### src/rtl/mips_ctrl_pkg.sv
// Shared state encoding and parameter defaults for the MIPS run controller.
package mips_ctrl_pkg;

  typedef enum logic [2:0] {
    IDLE      = 3'd0,
    RUN       = 3'd1,
    STEP_WAIT = 3'd2,
    STEP_EXEC = 3'd3,
    DRAIN     = 3'd4,
    DONE      = 3'd5
  } ctrl_state_e;

  localparam logic [5:0] HALT_OPCODE_DEF  = 6'b111111;
  localparam int         DRAIN_CYCLES_DEF = 4;

endpackage

### src/rtl/ctrl_sat_counter.sv
// Up-counter with synchronous clear and active-low reset; holds at all-ones instead of wrapping.
module ctrl_sat_counter #(
  parameter int WIDTH = 32
) (
  input  logic             i_clk,
  input  logic             i_rst,
  input  logic             i_clear,
  input  logic             i_en,
  output logic [WIDTH-1:0] o_count
);

  logic [WIDTH-1:0] count_q, count_d;

  always_comb begin
    count_d = count_q;
    if (i_clear) begin
      count_d = '0;
    end else if (i_en && (count_q != '1)) begin
      count_d = count_q + WIDTH'(1);
    end
  end

  always_ff @(posedge i_clk) begin
    if (!i_rst) begin
      count_q <= '0;
    end else begin
      count_q <= count_d;
    end
  end

  assign o_count = count_q;

endmodule

### src/rtl/mips_run_controller.sv
// MIPS pipeline run controller: run/step sequencing, HALT detect, pipeline drain and cycle counting.
// Define MIPS_CTRL_WATCHDOG_EN to add a watchdog that forces a drain after WDOG_CYCLES advances.
module mips_run_controller
  import mips_ctrl_pkg::*;
#(
  parameter int                   LEN          = 32,
  parameter int                   NB_OPCODE    = 6,
  parameter logic [NB_OPCODE-1:0] HALT_OPCODE  = HALT_OPCODE_DEF,
  parameter int                   DRAIN_CYCLES = DRAIN_CYCLES_DEF,
  parameter int                   NB_CYCLES    = 32
`ifdef MIPS_CTRL_WATCHDOG_EN
  ,
  parameter int                   WDOG_CYCLES  = 65535
`endif
) (
  input  logic                 i_clk,
  input  logic                 i_rst,
  input  logic                 i_start,
  input  logic                 i_mode_step,
  input  logic                 i_step,
  input  logic [LEN-1:0]       i_instruction,
  output logic                 o_pipe_en,
  output logic                 o_pc_en,
  output logic                 o_running,
  output logic                 o_done,
  output logic                 o_timeout,
  output logic [NB_CYCLES-1:0] o_cycle_count,
  output logic [2:0]           o_state
);

  localparam int NB_DRAIN = $clog2(DRAIN_CYCLES + 1);

  ctrl_state_e         state_q, state_d;
  logic                mode_step_q, mode_step_d;
  logic [NB_DRAIN-1:0] drain_cnt_q, drain_cnt_d;
  logic                pipe_en_q, pipe_en_d;
  logic                pc_en_q, pc_en_d;
  logic                running_q, running_d;
  logic                done_q, done_d;
  logic                timeout_q, timeout_d;
  logic                halt_at_if;
  logic                wdog_hit;
  logic                unused_instr_bits;

  // HALT only counts while a fetch is enabled, so the frozen HALT word is never seen twice.
  assign halt_at_if = pc_en_q && (i_instruction[LEN-1 -: NB_OPCODE] == HALT_OPCODE);
  assign unused_instr_bits = ^i_instruction[LEN-NB_OPCODE-1:0];

`ifdef MIPS_CTRL_WATCHDOG_EN
  localparam int NB_WDOG = $clog2(WDOG_CYCLES + 1);
  logic [NB_WDOG-1:0] run_cnt;

  ctrl_sat_counter #(.WIDTH(NB_WDOG)) u_run_cnt (
    .i_clk   (i_clk),
    .i_rst   (i_rst),
    .i_clear (state_q == IDLE),
    .i_en    (pc_en_q),
    .o_count (run_cnt)
  );

  assign wdog_hit = pc_en_q && !halt_at_if && (run_cnt == NB_WDOG'(WDOG_CYCLES - 1));
`else
  assign wdog_hit = 1'b0;
`endif

  ctrl_sat_counter #(.WIDTH(NB_CYCLES)) u_cycle_cnt (
    .i_clk   (i_clk),
    .i_rst   (i_rst),
    .i_clear (state_q == IDLE),
    .i_en    (pipe_en_q),
    .o_count (o_cycle_count)
  );

  always_comb begin
    state_d     = state_q;
    mode_step_d = mode_step_q;
    drain_cnt_d = drain_cnt_q;
    timeout_d   = timeout_q | wdog_hit;
    unique case (state_q)
      IDLE: begin
        if (i_start) begin
          state_d     = i_mode_step ? STEP_WAIT : RUN;
          mode_step_d = i_mode_step;
        end
      end
      RUN: begin
        if (halt_at_if || wdog_hit) begin
          state_d     = DRAIN;
          drain_cnt_d = '0;
        end
      end
      STEP_WAIT: begin
        if (i_step) state_d = STEP_EXEC;
      end
      STEP_EXEC: begin
        if (halt_at_if || wdog_hit) begin
          state_d     = DRAIN;
          drain_cnt_d = '0;
        end else begin
          state_d = STEP_WAIT;
        end
      end
      DRAIN: begin
        if (pipe_en_q) begin
          drain_cnt_d = drain_cnt_q + NB_DRAIN'(1);
          if (drain_cnt_d == NB_DRAIN'(DRAIN_CYCLES)) state_d = DONE;
        end
      end
      DONE: begin
        state_d = DONE;
      end
      default: state_d = IDLE;
    endcase

    // A step pulse only advances the drain when it arrives in DRAIN itself.
    pc_en_d   = (state_d == RUN) || (state_d == STEP_EXEC);
    pipe_en_d = pc_en_d ||
                ((state_d == DRAIN) && (!mode_step_d || ((state_q == DRAIN) && i_step)));
    running_d = state_d inside {RUN, STEP_WAIT, STEP_EXEC, DRAIN};
    done_d    = (state_d == DONE);
  end

  always_ff @(posedge i_clk) begin
    if (!i_rst) begin
      state_q     <= IDLE;
      mode_step_q <= 1'b0;
      drain_cnt_q <= '0;
      pipe_en_q   <= 1'b0;
      pc_en_q     <= 1'b0;
      running_q   <= 1'b0;
      done_q      <= 1'b0;
      timeout_q   <= 1'b0;
    end else begin
      state_q     <= state_d;
      mode_step_q <= mode_step_d;
      drain_cnt_q <= drain_cnt_d;
      pipe_en_q   <= pipe_en_d;
      pc_en_q     <= pc_en_d;
      running_q   <= running_d;
      done_q      <= done_d;
      timeout_q   <= timeout_d;
    end
  end

  assign o_pipe_en = pipe_en_q;
  assign o_pc_en   = pc_en_q;
  assign o_running = running_q;
  assign o_done    = done_q;
  assign o_timeout = timeout_q;
  assign o_state   = state_q;

endmodule
### config.mk
export PLATFORM = sky130hd
export DESIGN_NAME = mips_run_controller
export DESIGN_NICKNAME = d
export VERILOG_FILES = /design/src/rtl/mips_ctrl_pkg.sv /design/src/rtl/ctrl_sat_counter.sv /design/src/rtl/mips_run_controller.sv
export SDC_FILE = /design/constraint.sdc
export NUM_CORES = 1
export LEC_CHECK = 0
export ABC_CLOCK_PERIOD_IN_PS = 4600
export CORE_MARGIN = 2
export CORE_UTILIZATION = 40
export DETAILED_ROUTE_END_ITERATION = 8
export HOLD_SLACK_MARGIN = 0.12
export MAX_ROUTING_LAYER = met4
export PLACE_DENSITY = 0.79
export SETUP_SLACK_MARGIN = 0.05
export SLEW_MARGIN = 40
export SYNTH_ARGS = -nofsm -noshare
export SYNTH_HDL_FRONTEND = slang
export SYNTH_SLANG_ARGS = --single-unit
### constraint.sdc
create_clock -name i_clk -period 4.6 [get_ports i_clk]
set_input_delay 0.92 -clock i_clk [delete_from_list [all_inputs] [get_ports i_clk]]
set_output_delay 0.92 -clock i_clk [all_outputs]
set_load 0.01 [all_outputs]
# Word level (Yosys, flattened, before mapping)
# Index checks and enable logic that the tools add are counted.
totals:
  ff_bits: 43
  in_bits: 37
  out_inout_bits: 40
  word_cells: 53
classes:
  add_sub_neg: 2
  eq_ne: 15
  muxes: 13
  bitwise_logic: 1
  n_reduce_logical: 14
ops:
  columns: ["cell", "n"]
  rows:
  - ["$add A32 B1 Y32 const B", 1]
  - ["$ne A32 B32 Y1 const B", 1]
  - ["$mux W3", 8]
  - ["$pmux W3 S6", 1]
  - ["$eq A3 B3 Y1 const B", 5]
  - ["$eq A3 B2 Y1 const B", 4]
  - ["$eq A3 B1 Y1 const B", 2]
  - ["$eq A6 B6 Y1 const B", 1]
  - ["$pmux W3 S2", 1]
  - ["$logic_and A1 B1 Y1", 4]
  - ["$reduce_bool A4 Y1", 1]
  - ["$reduce_or A2 Y1", 2]
  - ["$add A3 B1 Y3 const B", 1]
  - ["$logic_not A3 Y1", 1]
  - ["$logic_or A1 B1 Y1", 3]
  - ["$reduce_and A3 Y1", 1]
  - ["$mux W1", 2]
  - ["$mux W2", 1]
  - ["$ne A2 B1 Y1 const B", 1]
  - ["$ne A2 B2 Y1 const B", 1]
  - ["$reduce_bool A2 Y1", 1]
  - ["$logic_not A1 Y1", 1]
  - ["$not A1 Y1", 1]

# Longest topological paths before layout
depth:
  word_depth: 8
  mapped_depth: 8
  ltp_nobuf: 7

# By module
# From an unflattened synthesis, not the netlist that was laid out.
hier_totals:
  cells_unflattened: 268
  hier_area_um2: 2245.9
by_module_without_submodules:
  columns: ["mod", "instances", "cells_each", "area_each_um2", "seq_area_each_um2"]
  rows:
  - ["ctrl_sat_counter", 1, 203, 1667.8, 640.6]
  - ["mips_run_controller", 1, 65, 578.1, 220.2]

# Worst setup path before layout
# OpenSTA, ideal clock, no wires.
synth_path:
  kind: "register to register"
  start: "register u_cycle_cnt.count_q[0] (netlist: u_cycle_cnt.o_count[0])"
  end: "register u_cycle_cnt.count_q[28] (netlist: u_cycle_cnt.o_count[28])"
  setup_ns: 0.070
  arrival_time_ns: 2.233
  required_time_ns: 4.530
  path_slack_ns: 2.297
  path_stages_with_launch: 9
  path_buffers: 2
  period_less_slack_ns: 2.303
  cell_sequence: "dfxtp_1 -> ha_1 -> nand2_1 -> or3_2 -> clkbuf_1 -> or4_1 -> buf_2 -> or3_1 -> a21oi_1"
synth_via:
  elab_chain_len: 2
  elab_cells_between_ends: 3
  cone_classes: "1 x add/sub; 1 x eq/ne; 1 x reduce/logical"
synth_lines:
  columns: ["element", "line_no", "text"]
  rows:
  - ["start, declared", "ctrl_sat_counter.sv:12", "logic [WIDTH-1:0] count_q, count_d;"]
  - ["start signal, assigned", "ctrl_sat_counter.sv:27", "count_q <= count_d;"]
  - ["branches (longest 2 deep; another with $add A32 B1 Y32)", null, null]
# Parallel ways; which one is timed is not known.
# A chain may end at the register's enable or synchronous reset.

# Worst setup path in the final report
layout_path:
  start: "input port i_start"
  end: "register pipe_en_q (netlist: o_pipe_en)"
layout_via:
  elab_chain_len: 6
  elab_cells_between_ends: 12
  cone_classes: "3 x eq/ne; 4 x mux; 5 x reduce/logical"
layout_lines:
  columns: ["element", "line_no", "text"]
  rows:
  - ["start, declared", "mips_run_controller.sv:18", "input logic i_start,"]
  - ["branches (longest 5 deep; another with $pmux W3 S6)", null, null]
  - ["$logic_or A1 B1 Y1 (*)", "mips_run_controller.sv:117", "pipe_en_d = pc_en_d ||"]
  - ["end signal, assigned", "mips_run_controller.sv:137", "pipe_en_q <= pipe_en_d;"]
  - ["end, declared", "mips_run_controller.sv:36", "logic pipe_en_q, pipe_en_d;"]
# Every way passes the cells marked *.

==> load_flow_metrics.sql <==
INSERT INTO impl_metrics (metric_group, metric, value, unit) VALUES
('outcome', 'outcome', 'finished clean', ''),
('clocking', 'clockRootBuffer', 'sky130_fd_sc_hd__clkbuf_8', ''),
('worst_setup_path', 'end_kind', 'flip-flop', ''),
('power_and_ir_drop', 'power.share.sequential', '0.547', ''),
('synth', 'yosysWarningCount', '0', ''),
('placement', 'post-dp-hpwl', '3.54', 'mm'),
('min_path', 'worst_hold_path.num_cells', '2', ''),
('routing', 'dr_total_vias', '2003', ''),
('clocking', 'cts_tree', 'yes', ''),
('synth', 'synth_top_area_share', '0.412', ''),
('sta', 'maxSlewViolCount', '0', ''),
('synth', 'yosys_most_used_dff', 'sky130_fd_sc_hd__dfxtp_1', ''),
('worst_setup_path', 'critical_path_class', 'primary input to flip-flop', ''),
('synth', 'netlist-cell-type-count', '48', ''),
('worst_setup_path', 'reg2reg_from', 'u_cycle_cnt.o_count[10]', ''),
('global_route', 'grt_overflow_total', '0', ''),
('final_layout', 'fin_nets', '336', ''),
('synth', 'syn_inst', '248', ''),
('min_path', 'timing.hold.worst.start', 'drain_cnt_q[2]', ''),
('floorplanning', 'fp.coreArea', '5070', 'um^2'),
('final_layout', 'fin_util', '0.536', ''),
('routing', 'detail_route.wl_per_cell', '12.9', 'um'),
('routing', 'wl', '4.73', 'mm'),
('placement', 'detailed_place.area', '2620', 'um^2'),
('clocking', 'post_cts.resized_instances', '0', ''),
('routing', 'drt_pre_antenna_iters', '4', ''),
('synth', 'syn-num-nets', '288', ''),
('synth', 'synth_area_per_cell', '8.43', 'um^2'),
('global_route', 'number_of_global_route_vias_before_repair', '1821', ''),
('synth', 'dominant_combinational_cell_family_by_area_after_synthesis', 'simple AND/OR/NAND/NOR gates', ''),
('clocking', 'cts_htree_levels', '2', ''),
('routing', 'detail_route.drc_violations', '0', ''),
('global_route', 'grt_first_pass_wirelength', '8.19', 'mm'),
('sta', 'min_period_over_period', '0.542', ''),
('final_layout', 'finish.instance_area', '2720', 'um^2'),
('sta', 'rsz_0062_raised_after_global_routing', 'false', ''),
('synth', 'fraction_of_the_mapped_netlist_area_in_compound_gates', '0.172', ''),
('min_path', 'hp-class', 'flip-flop to flip-flop', ''),
('synth', 'synth_top_cells_by_area', 'sky130_fd_sc_hd__dfxtp_1 41%, sky130_fd_sc_hd__or3_1 4.2%, sky130_fd_sc_hd__a21oi_1 4.1%, sky130_fd_sc_hd__o21ai_0 4.1%, sky130_fd_sc_hd__nand3_1 3.8%', ''),
('global_route', 'track_usage', '0.173', ''),
('final_layout', 'share_of_post_route_cells_with_drive_strength_above_1', '0.0707', ''),
('clocking', 'clk_transition_reported_paths', '0.08', 'ns'),
('power_and_ir_drop', 'share_of_total_power_in_combinational_logic', '0.086', ''),
('synth', 'synth-simple-area-share', '0.301', ''),
('placement', 'placed_cells', '359', ''),
('min_path', 'hold_path_end', 'drain_cnt_q[2]', ''),
('sta', 'fmax', '401', 'MHz'),
('floorplanning', 'design.portCount', '77', ''),
('sta', 'fin_worst_hold_slack', '0.504', 'ns'),
('floorplanning', 'chipWidth', '76.3', 'um'),
('power_and_ir_drop', 'p_clk_frac', '0.368', ''),
('sta', 'finalSetupViolations', '0', ''),
('power_and_ir_drop', 'power.share.switching', '0.224', ''),
('sta', 'slew_headroom', '0.489', ''),
('synth', 'syn_area', '2090', 'um^2'),
('final_layout', 'layout-area-overhead-vs-synth', '30.1', '%'),
('power_and_ir_drop', 'power_switching', '158', 'uW'),
('synth', 'yosysSeqAreaShare', '0.412', ''),
('worst_setup_path', 'timing.critical_path.required', '4.80', 'ns'),
('final_layout', 'layout.cells.non_filler', '367', ''),
('power_and_ir_drop', 'power.leakage', '0.000872', 'uW'),
('sta', 'clock_skew', '0.00516', 'ns'),
('clocking', 'clock_tree.buffer_depth', '2', ''),
('synth', 'share_of_cell_area_taken_by_muxes_after_synthesis', '0.0144', ''),
('worst_setup_path', 'worst_setup_path_startpoint', 'i_start', ''),
('floorplanning', 'die_height', '76.3', 'um'),
('synth', 'postSynthRegisterBits', '43', ''),
('floorplanning', 'fp-row-count', '26', ''),
('synth', 'post_synth_xor_area_fraction', '0.0419', ''),
('floorplanning', 'die-area', '5820', 'um^2'),
('clocking', 'clock-sinks', '43', '');
[metal layers]
metal  track usage  vias up  routed length (um)
met2         0.289       63                2200
met1         0.204      920                2150
met4        0.0491        0                  58
li1              -     1014                   -
met3        0.0462        6                 316
met5             -        -                   0
[synthesized netlist by cell type (4+ instances only)]
library cell,number
sky130_fd_sc_hd__a31oi_1,6
sky130_fd_sc_hd__xnor2_1,9
sky130_fd_sc_hd__nand2_1,17
sky130_fd_sc_hd__nor2_1,21
sky130_fd_sc_hd__nand2b_1,5
sky130_fd_sc_hd__dfxtp_1,43
sky130_fd_sc_hd__inv_1,6
sky130_fd_sc_hd__nand4_1,7
sky130_fd_sc_hd__and3_1,4
sky130_fd_sc_hd__nor4_1,5
sky130_fd_sc_hd__o21ai_0,17
sky130_fd_sc_hd__nand3_1,16
sky130_fd_sc_hd__or3_1,14
sky130_fd_sc_hd__or4_1,5
sky130_fd_sc_hd__nor3_1,5
sky130_fd_sc_hd__clkbuf_1,4
sky130_fd_sc_hd__o211ai_1,4
sky130_fd_sc_hd__a21oi_1,17
[flip-flops by register name, indices dropped and copies added, names as in the netlist]
signal	flops
o_pc_en	1
o_done	1
o_pipe_en	1
u_cycle_cnt.o_count	32
drain_cnt_q	3
o_state	3
mode_step_q	1
o_running	1
[critical path: stages]
cell	delay, ns
sky130_fd_sc_hd__clkdlybuf4s50_1	0.47
sky130_fd_sc_hd__or4b_2	0.62
sky130_fd_sc_hd__mux2i_1	0.23
sky130_fd_sc_hd__o21ba_2	0.19
sky130_fd_sc_hd__o32ai_1	0.26
[area by class of cell]
cell class,instances,area [um^2],area share
sequential,43,861,0.317
inverter,6,22.5,0.00829
tap,70,87.6,0.0322
multi-input combinational,190,1150,0.423
clock buffer,8,100,0.0368
timing repair buffer,50,498,0.183
[kinds of logic (layout without fill, tap and decap cells)]
| family | after synthesis | after routing |
|---|---|---|
| simple gates | 115 | 115 |
| other cells | 1 | 1 |
| compound gates | 58 | 58 |
| fa+ha+maj | 3 | 3 |
| buf+inv | 15 | 64 |
| mux | 3 | 3 |
| xor+xnor | 10 | 10 |
| flops | 43 | 43 |
[cell usage in the layout, fill, tap and decap left out, drive strengths merged, types with 8 or more instances in the layout]
cell type      netlist  final
xnor2                9      9
nor2                21     21
nand2               17     17
or3                 16     16
a21oi               17     17
dfxtp               43     43
clkbuf               6      8
clkdlybuf4s50        0     49
o21ai               17     17
nand3               16     16
nand4                8      8
[power by group through the flow]
stage          clock [uW]  sequential [uW]  combinational [uW]
3_3_place_gp            0              392                59.4
5_1_grt               283              385                66.1
3_5_place_dp            0              392                59.8
4_1_cts               268              384                60.2
6_report              258              384                60.1
2_1_floorplan           0              394                34.5
[through the flow]
step	total power (uW)	worst slack, ns
after floorplan	428	2.30
after global placement	452	1.83
after detailed placement	452	1.81
after CTS	712	2.11
after global routing	734	1.98
final	703	2.11
[how the worst max path moves through the flow]
stage	to	slack, ns	cells after the start
2_1_floorplan	u_cycle_cnt.o_count[28]	2.30	8
3_3_place_gp	u_cycle_cnt.o_count[10]	1.83	4
3_5_place_dp	u_cycle_cnt.o_count[10]	1.81	4
4_1_cts	u_cycle_cnt.o_count[10]	2.11	4
5_1_grt	u_cycle_cnt.o_count[10]	1.98	4
6_report	o_pipe_en	2.11	5
(Power assumes the default switching activity.)
